===== src/rtl/cpu_controller.sv =====
// Fetch/execute sequencer for the 8-state accumulator CPU; optional CTRL_RESUME_EN adds a resume input to leave HALTED.
// Zero-latency control outputs decoded from the state register; no backpressure, one state per clock.
module cpu_controller (
    input  logic       clk,
    input  logic       rst,
`ifdef CTRL_RESUME_EN
    input  logic       resume,
`endif
    input  logic [2:0] opcode,
    input  logic       zero,
    output logic       sel,
    output logic       rd,
    output logic       ld_ir,
    output logic       inc_pc,
    output logic       ld_pc,
    output logic       ld_ac,
    output logic       wr,
    output logic       data_e,
    output logic       halt,
    output logic [3:0] state,
    output logic [7:0] instr_cnt
);

    typedef enum logic [3:0] {
        INST_ADDR  = 4'd0,
        INST_FETCH = 4'd1,
        INST_LOAD  = 4'd2,
        IDLE       = 4'd3,
        OP_ADDR    = 4'd4,
        OP_FETCH   = 4'd5,
        ALU_OP     = 4'd6,
        STORE      = 4'd7,
        HALTED     = 4'd8
    } state_t;

    localparam logic [2:0] OP_HLT = 3'b000;
    localparam logic [2:0] OP_SKZ = 3'b001;
    localparam logic [2:0] OP_STO = 3'b110;
    localparam logic [2:0] OP_JMP = 3'b111;

    state_t     state_q, state_d;
    logic [7:0] cnt_q, cnt_d;
    logic       resume_w;

`ifdef CTRL_RESUME_EN
    assign resume_w = resume;
`else
    assign resume_w = 1'b0;
`endif

    always_comb begin
        state_d = state_q;
        cnt_d   = cnt_q;
        case (state_q)
            INST_ADDR:  state_d = INST_FETCH;
            INST_FETCH: state_d = INST_LOAD;
            INST_LOAD:  state_d = IDLE;
            IDLE:       state_d = OP_ADDR;
            OP_ADDR:    state_d = (opcode == OP_HLT) ? HALTED : OP_FETCH;
            OP_FETCH:   state_d = ALU_OP;
            ALU_OP:     state_d = STORE;
            STORE: begin
                state_d = INST_ADDR;
                cnt_d   = cnt_q + 8'd1;
            end
            HALTED:     state_d = resume_w ? INST_ADDR : HALTED;
            default:    state_d = INST_ADDR;
        endcase
    end

    always_ff @(posedge clk) begin
        if (rst) begin
            state_q <= INST_ADDR;
            cnt_q   <= 8'd0;
        end else begin
            state_q <= state_d;
            cnt_q   <= cnt_d;
        end
    end

    logic aluop;
    assign aluop = (opcode == 3'b010) || (opcode == 3'b011) ||
                   (opcode == 3'b100) || (opcode == 3'b101);

    // zero is deliberately consulted only in ALU_OP (SKZ skip).
    always_comb begin
        sel    = 1'b0;
        rd     = 1'b0;
        ld_ir  = 1'b0;
        inc_pc = 1'b0;
        ld_pc  = 1'b0;
        ld_ac  = 1'b0;
        wr     = 1'b0;
        data_e = 1'b0;
        halt   = 1'b0;
        case (state_q)
            INST_ADDR:  sel = 1'b1;
            INST_FETCH: begin
                sel = 1'b1;
                rd  = 1'b1;
            end
            INST_LOAD, IDLE: begin
                sel   = 1'b1;
                rd    = 1'b1;
                ld_ir = 1'b1;
            end
            OP_ADDR:    inc_pc = 1'b1;
            OP_FETCH:   rd = aluop;
            ALU_OP: begin
                rd     = aluop;
                inc_pc = (opcode == OP_SKZ) && zero;
                ld_pc  = (opcode == OP_JMP);
                data_e = (opcode == OP_STO);
            end
            STORE: begin
                ld_ac  = aluop;
                ld_pc  = (opcode == OP_JMP);
                wr     = (opcode == OP_STO);
                data_e = (opcode == OP_STO);
            end
            HALTED:     halt = 1'b1;
            default:    ;
        endcase
    end

    assign state     = state_q;
    assign instr_cnt = cnt_q;

endmodule


===== config.mk =====
export PLATFORM = sky130hd
export DESIGN_NAME = cpu_controller
export DESIGN_NICKNAME = d
export VERILOG_FILES = /design/src/rtl/cpu_controller.sv
export SDC_FILE = /design/constraint.sdc
export NUM_CORES = 1
export LEC_CHECK = 0
export CORE_ASPECT_RATIO = 1.2
export CORE_MARGIN = 1
export CORE_UTILIZATION = 37
export CTS_CLUSTER_DIAMETER = 30
export DETAILED_ROUTE_END_ITERATION = 6
export GPL_ROUTABILITY_DRIVEN = 1
export PLACE_DENSITY = 0.8
export REMOVE_ABC_BUFFERS = 1
export SLEW_MARGIN = 20
export SYNTH_ARGS = -nofsm -noshare
export SYNTH_HDL_FRONTEND = slang
export SYNTH_SLANG_ARGS = --single-unit

===== constraint.sdc =====
create_clock -name clk -period 1.4 [get_ports clk]
set_input_delay 0.28 -clock clk [delete_from_list [all_inputs] [get_ports clk]]
set_output_delay 0.28 -clock clk [all_outputs]
set_load 0.02 [all_outputs]

==> flow_metrics.env <==
export IMPL_status="finished with violations"
export IMPL_violations="setup timing"
export IMPL_max_freq_mhz=670.3
export IMPL_synth_top_cells_by_count="dfxtp_1, nor2_1, a21oi_1"
export IMPL_dp_slack_ps=-866.6
export IMPL_synthAdderAreaFrac_pct=1.912
export IMPL_ios=27
export IMPL_synth_edff_count=0
export IMPL_avgRoutedWirePerCell_um=14.05
export IMPL_cts_tree="done"
export IMPL_dieHeight_um=48.07
export IMPL_maxCapViolations=0
export IMPL_core_area_sq_um=1642
export IMPL_rows=16
export IMPL_yosysMostFrequentCell="dfxtp_1"
export IMPL_hold_viol=0
export IMPL_startpoint_type="flip-flop"
export IMPL_grt_util_all_layers_pct=23.57
export IMPL_fillers=127
export IMPL_synthArstFlopShare_pct=0
export IMPL_top_layer_used="met3"
export IMPL_p_total_w=0.0008282
export IMPL_synth_top_family_by_area="simple AND/OR/NAND/NOR gates"
export IMPL_grt_ovfl_total=0
export IMPL_worstMarginPinSlew_ps=405.4
export IMPL_clk_latency_ps=260
export IMPL_crit_start="state[2]"
export IMPL_gp_routability_congestion=0.7743
export IMPL_vdd_ir_drop_max_uv=358.2
export IMPL_clk_pin_slew_ps=70
export IMPL_start_util_pct=39.86
export IMPL_met1_length_um=755
export IMPL_slew_headroom_pct=72.28
export IMPL_arrival_ps=1210
export IMPL_numCtsBuffers=3
export IMPL_setup_ws_ps=-91.90
export IMPL_ys_types=26
export IMPL_cpPeakStageDelay_ps=380
export IMPL_skew_ps=0.8902
export IMPL_ys_seq_area_share_pct=36.71
export IMPL_power_density_nw_per_um2=646.4
export IMPL_reg2regPathDepth=5
export IMPL_yosys_area_share_simple_pct=33.27
export IMPL_layout_nets=140
export IMPL_critPathKind="flip-flop to primary output"
export IMPL_diodes=0
export IMPL_rr_startpoint="state[2]"
export IMPL_end_kind="primary output"
export IMPL_period_share_pct=106.6
export IMPL_port_buffers=26
export IMPL_dpl_instance_area_sq_um=1049
export IMPL_avgSynthCellArea_sq_um=8.079
export IMPL_routed_via_density=5.413
export IMPL_min_path_type="flip-flop to flip-flop"
export IMPL_grt_pass1_wl_um=3146
export IMPL_htreeDepth=1
export IMPL_ys_ff_latch=12
export IMPL_crit_top_cell="buf_6"
export IMPL_design_area_sq_um=1281
export IMPL_critical_path_cell_count=4
export IMPL_stdcell_count=150
export IMPL_rsz0062_at_grt="yes"
export IMPL_num_vias=812
export IMPL_endpoint="halt"
export IMPL_whs_ps=525.7
export IMPL_cts_root_buf="clkbuf_4"
export IMPL_clock_sinks=12
export IMPL_placed_cells=138
export IMPL_p_leak_nw=0.5920
export IMPL_r2r_end="instr_cnt[7]"
export IMPL_dp_hpwl_um=1361
export IMPL_ff2ff_setup_slack_ps=-70
export IMPL_drc=0
export IMPL_post_route_cells_drive_above_1_share_pct=52.27
export IMPL_cp_slowest_cell="dfxtp_4"
export IMPL_required_ps=1120
export IMPL_dr_wl_met2_um=1266
export IMPL_synthTopCellsByArea="dfxtp_1, a21oi_1, nor2_1, nand4b_4, or4_1"
export IMPL_timing_critical_path_buf_inv=2
export IMPL_syn2layout_area_growth_pct=95.79
export IMPL_syn_inst=81
export IMPL_drtPass1Iterations=4
export IMPL_yosysWarnings=0
export IMPL_routed_wl_um=2108
export IMPL_die_area_sq_um=1942
export IMPL_path_max_fanout=4
export IMPL_synth_compound_area_share_pct=13.38
export IMPL_cp_top_family="flip-flops"
export IMPL_setup_viol=13
export IMPL_period_minus_slack_ps=1492
export IMPL_seq_area_sq_um=256.5
export IMPL_die_w_um=40.39
export IMPL_clockBufferDepth=2
export IMPL_wl_met3_um=86
export IMPL_drt_iter0_drc=10
export IMPL_grt_max_degree=10
export IMPL_worstPathCellList="buf_6 -> and2b_1 -> and2_4 -> buf_6"
export IMPL_final_max_slew_violation_count=0
export IMPL_synth_top_area_share_pct=36.71
export IMPL_antenna_found_initial=0
export IMPL_multi_input_area_sq_um=506.7
export IMPL_synth_area_sq_um=654.4
export IMPL_grt_pass1_vias=790
export IMPL_synth_mux_area_share_pct=4.780
export IMPL_synth_area_leader_cell="dfxtp_1"
export IMPL_synth_xor_xnor_area_share_pct=4.015
export IMPL_synth_ff_type="dfxtp_1"
export IMPL_drtAntennaViolNets=0
what timing repair did:
action | CTS | global route
endpoints found under the hold margin | 0 | 0
setup buffers | 5 | 3
hold buffers | 0 | 0
pin swaps | 12 | 9
setup endpoints to repair | 28 | 14
resized for setup | 106 | 17
cells in the final DEF (no fill, tap or decap), types with 4 or more instances in the layout:
cell and n:
a21oi_1 5, dfxtp_1 7, buf_6 12, dlygate4sd2_1 12
nor2_1 7, buf_2 5, dfxtp_4 4, buf_4 21
per-stage QoR:
stage          utilization, %  TNS, ps
2_1_floorplan               -    -1992
3_3_place_gp            63.87    -6494
3_5_place_dp            63.87    -7049
4_1_cts                 72.87   -761.4
5_1_grt                 78.05    -1262
6_report                78.05   -645.2
area by class of cell:
cell class	instances	share of cell area, %
clock buffer	4	2.832
inverter	4	1.172
multi-input combinational	60	39.55
sequential	12	20.02
tap	18	1.758
timing repair buffer	52	34.67
tightest hold or removal path, cell delays in order (launching register included):
cell	delay [ps]
dfxtp_1	330
o31ai_1	90
a21oi_2	60
registers in the layout, summed over array words and instances (netlist names):
signal	count
state	4
instr_cnt	8
how the worst min path moves through the flow:
stage,to,cells after the start,from
6_report,instr_cnt[6],2,instr_cnt[6]
5_1_grt,instr_cnt[6],2,instr_cnt[6]
4_1_cts,instr_cnt[6],2,instr_cnt[6]
3_5_place_dp,instr_cnt[6],2,instr_cnt[6]
3_3_place_gp,instr_cnt[6],2,instr_cnt[6]
2_1_floorplan,instr_cnt[2],1,rst
metal layers:
layer / vias to the layer above / track usage (%)
met4: 0 / 6.000
met1: 393 / 22.38
met3: 0 / 1.860
met5: - / 0
li1: 389 / -
met2: 30 / 50.48
report_power, final:
part	total, W	internal, W	switching [W]
sequential	0.000369	0.000346	0.0000228
combinational	0.000193	0.000103	0.0000901
clock	0.000266	0.000158	0.000109
total	0.000828	0.000607	0.000221
cell families after synthesis:
logic type,Yosys count
AOI/OAI and AO/OA,15
xor gates and xnor gates,3
muxes,3
DFF,12
adders and majority gates,1
buffers and inverters,9
and+or+nand+nor,38
(Power assumes the default switching activity.)
